`src/rtl/lsu_issue_scheduler_pkg.sv`:
```
// Shared types for the LSU-aware issue window: functional-unit classes,
// the decoded scoreboard entry and the window slot layout.
package lsu_issue_scheduler_pkg;

    localparam int unsigned DEFER_CNT_W = 4;

    typedef enum logic [3:0] {
        NONE      = 4'd0,
        LOAD      = 4'd1,
        STORE     = 4'd2,
        ALU       = 4'd3,
        CTRL_FLOW = 4'd4,
        MULT      = 4'd5,
        CSR       = 4'd6,
        FPU       = 4'd7
    } fu_t;

    typedef struct packed {
        logic       valid;
        logic [3:0] cause;
    } exception_t;

    typedef struct packed {
        logic [2:0] trans_id;
        fu_t        fu;
        logic [4:0] rs1;
        logic [4:0] rs2;
        logic [4:0] rd;
        exception_t ex;
    } scoreboard_entry_t;

    typedef struct packed {
        scoreboard_entry_t sbe;
        logic              is_ctrl_flow;
        logic              valid;
    } slot_t;

    function automatic logic is_mem_fu(fu_t fu);
        return (fu == LOAD) || (fu == STORE);
    endfunction

    // Only plain single-cycle-class units may overtake a stalled memory op.
    function automatic logic is_bypassable_fu(fu_t fu);
        return !((fu == LOAD) || (fu == STORE) || (fu == CTRL_FLOW) ||
                 (fu == MULT) || (fu == CSR));
    endfunction

endpackage

```
`src/rtl/issue_hazard_check.sv`:
```
// Register dependency check between an older and a younger entry.
// Raw 5-bit compares: x0 is deliberately treated as a real register.
module issue_hazard_check
    import lsu_issue_scheduler_pkg::*;
(
    input  scoreboard_entry_t older_i,
    input  scoreboard_entry_t younger_i,
    output logic              hazard_o
);

    logic raw_hazard;
    logic war_waw_hazard;
    logic unused_fields;

    assign raw_hazard     = (younger_i.rs1 == older_i.rd) || (younger_i.rs2 == older_i.rd);
    assign war_waw_hazard = (younger_i.rd == older_i.rs1) || (younger_i.rd == older_i.rs2) ||
                            (younger_i.rd == older_i.rd);
    assign hazard_o       = raw_hazard || war_waw_hazard;

    assign unused_fields  = ^{older_i.trans_id, older_i.fu, older_i.ex,
                              younger_i.trans_id, younger_i.fu, younger_i.ex};

endmodule

```
`src/rtl/lsu_issue_scheduler.sv`:
```
// In-order issue window that lets slot 1 overtake a memory op in slot 0
// while the LSU is busy, bounded by a per-head deferral counter.
module lsu_issue_scheduler
    import lsu_issue_scheduler_pkg::*;
#(
    parameter int unsigned NR_ENTRIES = 2,
    parameter int unsigned MAX_DEFER  = 4
) (
    input  logic                   clk_i,
    input  logic                   rst_ni,
    input  logic                   flush_i,
    input  logic                   debug_req_i,
    input  scoreboard_entry_t      issue_entry_i,
    input  logic                   issue_entry_valid_i,
    input  logic                   is_ctrl_flow_i,
    output logic                   issue_instr_ack_o,
    output scoreboard_entry_t      issue_entry_o,
    output logic                   issue_entry_valid_o,
    output logic                   is_ctrl_flow_o,
    input  logic                   issue_instr_ack_i,
    input  logic                   lsu_ready_i,
    output logic                   bypass_o,
    output logic [DEFER_CNT_W-1:0] defer_cnt_o
);

    localparam logic [DEFER_CNT_W-1:0] MAX_DEFER_C = DEFER_CNT_W'(MAX_DEFER);

    // Handshakes: a transfer happens on a cycle where valid and ack are both
    // high. Upstream ack depends only on occupancy and flush_i, never on
    // issue_entry_valid_i or issue_instr_ack_i.
    slot_t                   slots_q [NR_ENTRIES];
    slot_t                   slots_d [NR_ENTRIES];
    logic [DEFER_CNT_W-1:0]  defer_cnt_q, defer_cnt_d;

    logic  full;
    logic  hazard;
    logic  bypass;
    logic  push;
    logic  pop;
    logic  placed;
    slot_t sel_slot;

    always_comb begin
        full = 1'b1;
        for (int i = 0; i < NR_ENTRIES; i++) begin
            full = full & slots_q[i].valid;
        end
    end

    issue_hazard_check u_hazard (
        .older_i   (slots_q[0].sbe),
        .younger_i (slots_q[1].sbe),
        .hazard_o  (hazard)
    );

    assign bypass = slots_q[0].valid && slots_q[1].valid &&
                    is_mem_fu(slots_q[0].sbe.fu) &&
                    !lsu_ready_i && !debug_req_i &&
                    (defer_cnt_q < MAX_DEFER_C) &&
                    is_bypassable_fu(slots_q[1].sbe.fu) &&
                    !slots_q[0].sbe.ex.valid && !slots_q[1].sbe.ex.valid &&
                    !hazard;

    assign sel_slot            = bypass ? slots_q[1] : slots_q[0];
    assign issue_entry_o       = sel_slot.sbe;
    assign is_ctrl_flow_o      = sel_slot.is_ctrl_flow;
    assign issue_entry_valid_o = sel_slot.valid && !flush_i;
    assign bypass_o            = bypass && issue_entry_valid_o;
    assign issue_instr_ack_o   = !full && !flush_i;
    assign defer_cnt_o         = defer_cnt_q;

    assign pop  = issue_entry_valid_o && issue_instr_ack_i;
    assign push = issue_entry_valid_i && issue_instr_ack_o;

    always_comb begin
        slots_d     = slots_q;
        defer_cnt_d = defer_cnt_q;
        placed      = 1'b0;
        if (flush_i) begin
            for (int i = 0; i < NR_ENTRIES; i++) begin
                slots_d[i] = '0;
            end
            defer_cnt_d = '0;
        end else begin
            if (pop) begin
                // A bypass pop removes slot 1 and leaves the head in place.
                for (int i = 0; i < NR_ENTRIES - 1; i++) begin
                    if ((i != 0) || !bypass) begin
                        slots_d[i] = slots_q[i+1];
                    end
                end
                slots_d[NR_ENTRIES-1] = '0;
                if (bypass) begin
                    defer_cnt_d = (defer_cnt_q == MAX_DEFER_C) ? defer_cnt_q
                                                               : defer_cnt_q + 1'b1;
                end else begin
                    defer_cnt_d = '0;
                end
            end
            if (push) begin
                for (int i = 0; i < NR_ENTRIES; i++) begin
                    if (!placed && !slots_d[i].valid) begin
                        slots_d[i].sbe          = issue_entry_i;
                        slots_d[i].is_ctrl_flow = is_ctrl_flow_i;
                        slots_d[i].valid        = 1'b1;
                        placed                  = 1'b1;
                    end
                end
            end
        end
    end

    always_ff @(posedge clk_i) begin
        if (!rst_ni) begin
            for (int i = 0; i < NR_ENTRIES; i++) begin
                slots_q[i] <= '0;
            end
            defer_cnt_q <= '0;
        end else begin
            for (int i = 0; i < NR_ENTRIES; i++) begin
                slots_q[i] <= slots_d[i];
            end
            defer_cnt_q <= defer_cnt_d;
        end
    end

endmodule

```
`config.mk`:
```
export PLATFORM = sky130hd
export DESIGN_NAME = lsu_issue_scheduler
export DESIGN_NICKNAME = d
export VERILOG_FILES = /design/src/rtl/lsu_issue_scheduler_pkg.sv /design/src/rtl/issue_hazard_check.sv /design/src/rtl/lsu_issue_scheduler.sv
export SDC_FILE = /design/constraint.sdc
export NUM_CORES = 1
export LEC_CHECK = 0
export CELL_PAD_IN_SITES_DETAIL_PLACEMENT = 0
export CELL_PAD_IN_SITES_GLOBAL_PLACEMENT = 1
export CORE_UTILIZATION = 40
export CTS_BUF_LIST = sky130_fd_sc_hd__clkbuf_8
export DETAILED_ROUTE_END_ITERATION = 10
export GPL_ROUTABILITY_DRIVEN = 1
export PLACE_DENSITY = 0.9
export SLEW_MARGIN = 40
export SYNTH_ARGS = -nofsm -noshare
export SYNTH_HDL_FRONTEND = slang
export SYNTH_SLANG_ARGS = --single-unit
export TNS_END_PERCENT = 50
```
`constraint.sdc`:
```
create_clock -name clk_i -period 4.85 [get_ports clk_i]
set_clock_uncertainty 0.05 [all_clocks]
set_input_delay 1.455 -clock clk_i [delete_from_list [all_inputs] [get_ports clk_i]]
set_output_delay 1.455 -clock clk_i [all_outputs]
set_load 0.005 [all_outputs]
```
==> results of run 1 <==
## layout by cell type (no fill, tap or decap), drive strengths merged, types with 2 or more instances in the layout
cell,Yosys,layout
dfxtp,62,62
nand3,58,58
buf,17,48
o211ai,47,47
nand2,46,46
clkdlybuf4s50,0,42
nor2,33,33
a21oi,31,31
nor4,29,29
inv,24,28
a211oi,28,28
xnor2,25,25
mux2,25,25
clkbuf,34,9
dlygate4sd2,0,8
nand2b,5,5
nor2b,4,4
o21ai,4,4
nor3,3,3
o22a,2,2
a21o,2,2
mux2i,2,2
ha,2,2
clkinv,0,2
o22ai,2,2
or4,2,2
## state kept, by name (all words and copies together), names as in the netlist
name and cells:
defer_cnt_o 4, slots_q 58
## area by class of cell
type | instances | area [sq um]
Clock buffer | 9 | 124
Clock inverter | 6 | 25.0
Fill cell | 889 | 4440
Inverter | 24 | 90.1
Multi-Input combinational cell | 363 | 2400
Sequential cell | 62 | 1240
Tap cell | 129 | 161
Timing Repair Buffer | 98 | 882
## cells by family (layout without fill, tap and decap cells)
group | Yosys count | after routing | share of synthesized area
AOI/OAI and AO/OA | 121 | 121 | 0.218
xor gates and xnor gates | 26 | 26 | 0.0581
adders and majority gates | 2 | 2 | 0.00639
buffers and inverters | 75 | 137 | 0.0798
DFF | 62 | 62 | 0.317
muxes | 27 | 27 | 0.0827
and+or+nand+nor | 187 | 187 | 0.238
## worst min-delay path by stage
stage / depth (start not counted) / to
after floorplan: 2 / slots_q[1]$_SDFF_PP0_
after global placement: 2 / slots_q[5]$_SDFF_PP0_
after detailed placement: 2 / slots_q[3]$_SDFF_PP0_
after CTS: 2 / slots_q[3]$_SDFF_PP0_
after global routing: 2 / slots_q[3]$_SDFF_PP0_
final: 2 / slots_q[3]$_SDFF_PP0_
## through the flow
stage | util | setup slack [ns] | area (sq um)
floorplan | - | 0.429 | 3920
global placement | 0.501 | -0.474 | 4700
detailed placement | 0.501 | -0.515 | 4700
CTS | 0.525 | 0.00514 | 4920
global route | 0.526 | 0.0153 | 4930
finish | 0.526 | 0.0648 | 4930
## worst register-to-register path, delay by kind of cell, from the launching register on
kind | cells | cell delay, ns
and+or+nand+nor | 3 | 1.81
DFF | 1 | 0.37
AOI/OAI and AO/OA | 1 | 0.08
## repair_timing
action	in CTS	in global routing
hold endpoints to repair	0	0
cloned	2	0
pin swaps	3	1
setup endpoints to repair	28	24
buffers inserted	11	0
resized for setup	91	1
## layer usage
layer	vias to the layer above	GRT usage	share of wire
met3	28	0.0451	0.094
met2	196	0.414	0.46
met5	-	0	0
met1	1877	0.350	0.43
li1	1938	-	-
met4	0	0.0936	0.017
## power by group through the flow
stage | Sequential, W | Clock, W | Combinational, W
after floorplan | 0.000538 | 0 | 0.000117
after global placement | 0.000542 | 0 | 0.000195
after detailed placement | 0.000542 | 0 | 0.000198
after CTS | 0.000530 | 0.000379 | 0.000192
after global routing | 0.000532 | 0.000402 | 0.000213
final | 0.000531 | 0.000372 | 0.000195
==> impl_metrics.tcl, run 1 <==
set metrics [dict create \
    required_ns 3.35 \
    synthCells 500 \
    cts_buffer_depth 2 \
    die_h_microns 101 \
    synth.distinct_cells 44 \
    grt_pass1_wl_microns 20300 \
    synth_edf_count 0 \
    drc_errors 0 \
    powerDensity_nw_per_um2 223 \
    status "finished, final reports clean" \
    yosys-top-cells-area "dfxtp_1, o211ai_1, nand3_1, xnor2_1, mux2_2" \
    crit_type "in -> out" \
    cp_max_fo 5 \
    swShare 0.289 \
    worst_pin_slew_ns 0.800 \
    die_area_sq_um 10200 \
    synth_area_per_cell_sq_um 7.84 \
    comb_power_share 0.177 \
    p_seq_frac 0.483 \
    max-cap-violations 0 \
    start_kind "input pin" \
    p_leak_nw 1.91 \
    synth-seq-cells 62 \
    min_path_type "reg -> reg" \
    dr_total_vias 4039 \
    slew_viol_final 0 \
    start_util 0.418 \
    grt_max_degree 82 \
    startpoint "debug_req_i" \
    endpoint_kind "output pin" \
    cp_slowest_stage_delay_ns 0.44 \
    core_area_sq_um 9370 \
    ff2ff_path_depth 4 \
    antenna_left 0 \
    path_delay_family "simple AND/OR/NAND/NOR gates" \
    io_buffers 69 \
    die_w_microns 101 \
    place_congestion 0.845 \
    synthArstFlopShare 0 \
    grt_pass1_vias 3952 \
    antenna_found_initial 0 \
    critPathCapture "issue_entry_o[0]" \
    drt_iter0_drc 404 \
    power_w 0.00110 \
    firstDrtPassIters 5 \
    power.share.clock 0.339 \
    track_usage 0.259 \
    p_sw_w 0.000317 \
    fin_nets 595 \
    max_freq_ghz 0.209 \
    r2r_slack_ns 2.43 \
    layout_min_cycle_time_ns 4.79 \
    clkLatencyLatePin_ns 0.34 \
    synthToLayoutAreaGrowth_pct 25.8 \
    critical_path_depth 9 \
    insertedDiodeCount 0 \
    min_from "slots_q[3]$_SDFF_PP0_" \
    fin_tns_setup_ns 0 \
    dp_cells 663 \
    ir_drop_mv 0.0966 \
    r2r-start "defer_cnt_o[2]$_SDFFE_PP0P_" \
    drive_above_1_share 0.180 \
    yosys_warnings 0 \
    cts-hold-fix-buffers 0 \
    yosysMostFrequentCell "dfxtp_1" \
    slew_headroom 0.466 \
    synth-seq-area-share 0.317 \
    num_rows 35 \
    via_per_inst 5.85 \
    dp_hpwl_microns 7760 \
    clockRootBuffer "clkbuf_8" \
    synth_ff_type "dfxtp_1" \
    intPower_w 0.000781 \
    wl_microns 12700 \
    hold_slack_ns 0.435 \
    synth_top_cell_by_area "dfxtp_1" \
    fin_cells 691 \
    grt_setup_unrepaired "no" \
    clock_sinks 62 \
    crit_arrival_ns 3.28 \
    grt_overflow 0 \
    ios 70 \
    numCtsBuffers 9 \
    slowest_stage "or3_4" \
    htree_levels 3 \
    syn_nets 537 \
    clk_pin_slew_ns 0.07 \
    cts_tree "yes" \
    synth_area_sq_um 3920 \
    synth_common_cells "dfxtp_1, nand3_1, nand2_1, o211ai_1, clkbuf_1" \
    finalCritPeriodShare 0.987 \
    final-setup-viol-count 0 \
    path_cells "buf_2, nor4_2, and4b_1, o211ai_2, or3_4, buf_12, buf_4, mux2_4, buf_6" \
    path_buf_inv 4 \
    r2r-end "slots_q[49]$_SDFF_PP0_" \
    hold_viol_final 0 \
    wire_per_inst_microns 18.3 \
    yosysTopAreaCellShare 0.317 \
]
Note: power is estimated with default switching activity, not from simulation.
==> run 2, diff against run 1 <==
ABC_CLOCK_PERIOD_IN_PS = 4850   (was not set)
SLEW_MARGIN = not set   (was 40)
TNS_END_PERCENT = 100   (was 50)
==> run 2 against run 1 <==
Maximum frequency hardly changed. Critical endpoint is now issue_entry_o[23]. Cell count unchanged. Critical path depth down 2. Utilization rose by 0.36 points. Setup slack lost 0.0019 ns. Largest power group unchanged. Critical path type unchanged.
==> impl_metrics.tcl, run 2 (same netlist as run 1, synthesis figures left out) <==
set metrics [dict create \
    r2r-end "slots_q[49]$_SDFF_PP0_" \
    cts_tree "yes" \
    grt_overflow 0 \
    cp_slowest_stage_delay_ns 0.50 \
    die_h_microns 101 \
    antenna_left 0 \
    endpoint_kind "output pin" \
    synthToLayoutAreaGrowth_pct 26.7 \
    grt_setup_unrepaired "no" \
    wl_microns 12600 \
    p_seq_frac 0.472 \
    layout_min_cycle_time_ns 4.79 \
    powerDensity_nw_per_um2 227 \
    crit_arrival_ns 3.28 \
    status "finished, final reports clean" \
    drive_above_1_share 0.178 \
    drc_errors 0 \
    core_area_sq_um 9370 \
    fin_nets 595 \
    max-cap-violations 0 \
    numCtsBuffers 9 \
    top_register "slots_q" \
    utilization 0.530 \
    cts-hold-fix-buffers 0 \
    max_freq_ghz 0.209 \
    timing.final.ws_setup_ns 0.0629 \
    path_delay_family "simple AND/OR/NAND/NOR gates" \
    die_w_microns 101 \
    holdPathEnd "slots_q[3]$_SDFF_PP0_" \
    min_from "slots_q[3]$_SDFF_PP0_" \
    grt_pass1_wl_microns 20400 \
    holdPathStages 2 \
    cts_buffer_depth 2 \
    path_cells "buf_2, nor4_1, nand2_1, nor4_2, and4_2, a21o_1, clkdlybuf4s50_1" \
    clk_pin_slew_ns 0.07 \
    start_util 0.418 \
    final-setup-viol-count 0 \
    firstDrtPassIters 5 \
    start_kind "input pin" \
    fin_tns_setup_ns 0 \
    drt_iter0_drc 366 \
    required_ns 3.35 \
    place_congestion 0.845 \
    p_leak_nw 1.90 \
    crit_type "in -> out" \
    antenna_found_initial 0 \
    fill_cells 912 \
    ios 70 \
    path_buf_inv 2 \
    die_area_sq_um 10200 \
    htree_levels 3 \
    r2r-start "defer_cnt_o[2]$_SDFFE_PP0P_" \
    finalCritPeriodShare 0.987 \
    hold_viol_final 0 \
    p_sw_w 0.000313 \
    worst_pin_slew_ns 1.04 \
    num_rows 35 \
    ff2ff_path_depth 4 \
    clock_sinks 62 \
    dp_hpwl_microns 7790 \
    clockRootBuffer "clkbuf_8" \
    insertedDiodeCount 0 \
    clkLatencyLatePin_ns 0.33 \
    r2r_slack_ns 2.42 \
    track_usage 0.259 \
    mostFrequentLayoutCells "dfxtp_1, nand3_1, nand2_1, o211ai_1, clkdlybuf4s50_1" \
    intPower_w 0.000813 \
    slew_headroom 0.305 \
    power_w 0.00113 \
    dr_total_vias 4034 \
    grt_max_degree 82 \
    slew_viol_final 0 \
    slowest_stage "clkdlybuf4s50_1" \
    swShare 0.278 \
    via_per_inst 5.84 \
    wire_per_inst_microns 18.3 \
    cp_max_fo 3 \
    grt_pass1_vias 3966 \
    power.share.clock 0.355 \
    hold_slack_ns 0.439 \
    final_common_cell "dfxtp_1" \
    min_path_type "reg -> reg" \
    io_buffers 69 \
    comb_power_share 0.174 \
    dp_slack_ns -0.531 \
    ir_drop_mv 0.120 \
    largest_reg_flops 58 \
]
==> run 2: power by group through the flow <==
stage | clock, W | combinational, W | sequential (W)
final | 0.000399 | 0.000195 | 0.000531
after global routing | 0.000431 | 0.000213 | 0.000532
after CTS | 0.000405 | 0.000194 | 0.000531
after detailed placement | 0 | 0.000199 | 0.000542
after global placement | 0 | 0.000195 | 0.000542
after floorplan | 0 | 0.000117 | 0.000538
==> run 2: tightest hold or removal path: stages (launching register included) <==
cell     delay (ns)
dfxtp_1        0.32
nand3_1        0.07
a21oi_1        0.06
==> run 2: cell type report <==
class | count | area, sq um | area share
inverter | 24 | 90.1 | 0.0182
clock buffer | 11 | 151 | 0.0305
multi-input combinational | 363 | 2400 | 0.483
timing repair buffer | 98 | 906 | 0.183
tap | 129 | 161 | 0.0325
sequential | 62 | 1240 | 0.250
clock inverter | 4 | 16.3 | 0.00328
==> run 2: repair_timing <==
action / CTS / global route
pin swaps: 3 / 1
cloned: 2 / 0
buffers inserted: 11 / 0
endpoints found under the setup margin: 28 / 3
gates resized for setup: 96 / 1
==> run 2: metal layers <==
metal / global-route usage / up-vias / part of all wire
met3: 0.0458 / 21 / 0.072
met2: 0.416 / 163 / 0.47
met5: 0 / - / 0
met4: 0.0814 / 0 / 0.015
met1: 0.353 / 1924 / 0.45
li1: - / 1926 / -
==> run 2: how the worst max path moves through the flow <==
stage | cells past startpoint | startpoint | end
3_3_place_gp | 8 | lsu_ready_i | issue_entry_o[21]
4_1_cts | 9 | debug_req_i | issue_entry_o[0]
2_1_floorplan | 7 | lsu_ready_i | issue_entry_o[18]
5_1_grt | 7 | lsu_ready_i | issue_entry_o[22]
6_report | 7 | lsu_ready_i | issue_entry_o[23]
3_5_place_dp | 8 | lsu_ready_i | issue_entry_o[21]
==> run 2: through the flow <==
| stage | instance area, sq um | std cells |
|---|---|---|
| 2_1_floorplan | 3920 | 500 |
| 3_3_place_gp | 4700 | 663 |
| 3_5_place_dp | 4700 | 663 |
| 4_1_cts | 4960 | 691 |
| 5_1_grt | 4960 | 691 |
| 6_report | 4960 | 691 |
==> run 3, diff against run 2 <==
CORE_MARGIN = 2   (was not set)
==> run 3 against run 2 <==
Utilization fell by 0.83 points. Sequential share of layout area fell by 0.31 points. Clock power rose by 26%. Setup slack improved by 0.024 ns. Critical path depth rose by 2. Worst hold slack barely moved. Critical path type unchanged. Sequential power barely moved. Die area rose by 4.0%. Non-clock buffer count rose by 2. Register-to-register slack got worse by 0.09 ns. Via count fell by 0.52%. Final area rose by 1.2%.
==> impl_metrics.tcl, run 3 (same netlist as run 1, synthesis figures left out) <==
set metrics [dict create \
    cts-hold-fix-buffers 0 \
    holdPathEnd "slots_q[2]$_SDFF_PP0_" \
    cts_buffer_depth 2 \
    num_rows 36 \
    ir_drop_mv 0.127 \
    final_common_cell "dfxtp_1" \
    drt_iter0_drc 270 \
    dr_total_vias 4013 \
    crit_arrival_ns 3.26 \
    clk_pin_slew_ns 0.07 \
    powerDensity_nw_per_um2 245 \
    drc_errors 0 \
    min_from "slots_q[2]$_SDFF_PP0_" \
    layout_min_cycle_time_ns 4.76 \
    grt_setup_unrepaired "no" \
    largest_reg_flops 58 \
    slew_viol_final 0 \
    start_kind "input pin" \
    numCtsBuffers 9 \
    grt_max_degree 76 \
    p_seq_frac 0.431 \
    min_path_type "reg -> reg" \
    io_buffers 69 \
    slowest_stage "or3_4" \
    place_congestion 0.830 \
    r2r-start "defer_cnt_o[2]$_SDFFE_PP0P_" \
    power.share.clock 0.410 \
    dp_hpwl_microns 7790 \
    insertedDiodeCount 0 \
    die_h_microns 103 \
    ios 70 \
    cts_tree "yes" \
    holdPathStages 2 \
    mostFrequentLayoutCells "dfxtp_1, nand3_1, nand2_1, o211ai_1, clkdlybuf4s50_1" \
    clkLatencyLatePin_ns 0.34 \
    swShare 0.263 \
    firstDrtPassIters 5 \
    drive_above_1_share 0.189 \
    fin_nets 597 \
    via_per_inst 5.75 \
    r2r-end "slots_q[39]$_SDFF_PP0_" \
    intPower_w 0.000907 \
    max_freq_ghz 0.210 \
    core_area_sq_um 9640 \
    finalCritPeriodShare 0.982 \
    fin_tns_setup_ns 0 \
    htree_levels 3 \
    p_sw_w 0.000324 \
    crit_top_cell "buf_6" \
    clockRootBuffer "clkbuf_8" \
    antenna_found_initial 0 \
    top_register "slots_q" \
    die_w_microns 103 \
    endpoint_kind "output pin" \
    grt_overflow 0 \
    cp_max_fo 4 \
    timing.final.ws_setup_ns 0.0869 \
    antenna_left 0 \
    wl_microns 12400 \
    track_usage 0.241 \
    crit_type "in -> out" \
    status "finished, final reports clean" \
    path_delay_family "simple AND/OR/NAND/NOR gates" \
    die_area_sq_um 10600 \
    dp_slack_ns -0.432 \
    comb_power_share 0.159 \
    start_util 0.406 \
    ff2ff_path_depth 4 \
    slew_headroom 0.421 \
    clock_sinks 62 \
    required_ns 3.35 \
    max-cap-violations 0 \
    final-setup-viol-count 0 \
    cp_slowest_stage_delay_ns 0.42 \
    path_cells "buf_2, nor4_2, and4b_1, o211ai_2, or3_4, buf_8, buf_6, mux2_4, buf_6" \
    worst_pin_slew_ns 0.868 \
    hold_viol_final 0 \
    r2r_slack_ns 2.33 \
    grt_pass1_vias 3848 \
    wire_per_inst_microns 17.7 \
    path_buf_inv 4 \
    p_leak_nw 1.92 \
    grt_pass1_wl_microns 19900 \
    synthToLayoutAreaGrowth_pct 28.2 \
]
==> run 3: layout make-up <==
class / instances / area (sq um)
Timing Repair Buffer: 100 / 907
Clock buffer: 10 / 138
Multi-Input combinational cell: 363 / 2400
Inverter: 24 / 90.1
Clock inverter: 6 / 77.6
Tap cell: 133 / 166
Sequential cell: 62 / 1240
Fill cell: 918 / 4620
==> run 3: routing by layer <==
layer,up-vias,share of wire,global-route usage
met4,0,0.017,0.0800
met2,179,0.46,0.380
met5,-,0,0
li1,1932,-,-
met3,19,0.077,0.0427
met1,1883,0.44,0.333
==> run 3: per-stage QoR <==
stage	instance area, sq um	util	hold slack (ns)	total power [W]	std cells
3_5_place_dp	4700	0.488	0.428	0.000740	669
3_3_place_gp	4700	0.488	0.420	0.000736	669
2_1_floorplan	3920	-	0.409	0.000655	500
4_1_cts	5010	0.519	0.440	0.00123	698
6_report	5020	0.521	0.439	0.00123	698
5_1_grt	5020	0.521	0.466	0.00128	698
==> run 3: power by group through the flow <==
stage | registers (W) | logic, W | clock network [W]
6_report | 0.000531 | 0.000196 | 0.000504
5_1_grt | 0.000532 | 0.000214 | 0.000531
4_1_cts | 0.000530 | 0.000194 | 0.000510
3_5_place_dp | 0.000542 | 0.000198 | 0
3_3_place_gp | 0.000542 | 0.000194 | 0
2_1_floorplan | 0.000538 | 0.000117 | 0
==> run 3: tightest hold or removal path: cells and delay by family (launching register included) <==
family             cells  cell delay, ns
DFF                    1            0.32
AOI/OAI and AO/OA      1            0.06
and+or+nand+nor        1            0.06
==> run 3: worst max path at each step <==
| stage | from | endpoint | slack [ns] | cells after the start |
|---|---|---|---|---|
| after floorplan | lsu_ready_i | issue_entry_o[18] | 0.43 | 7 |
| after global placement | lsu_ready_i | issue_entry_o[13] | -0.42 | 8 |
| after detailed placement | lsu_ready_i | issue_entry_o[21] | -0.43 | 8 |
| after CTS | debug_req_i | issue_entry_o[1] | 0.02 | 9 |
| after global routing | debug_req_i | issue_entry_o[1] | 0.007 | 9 |
| final | debug_req_i | issue_entry_o[1] | 0.09 | 9 |
==> run 3: repair_timing <==
item / 4_1_cts / 5_1_grt
gates cloned: 1 / 0
setup buffers: 12 / 0
resized for setup: 114 / 3
endpoints found under the setup margin: 28 / 27
pin swaps: 3 / 2
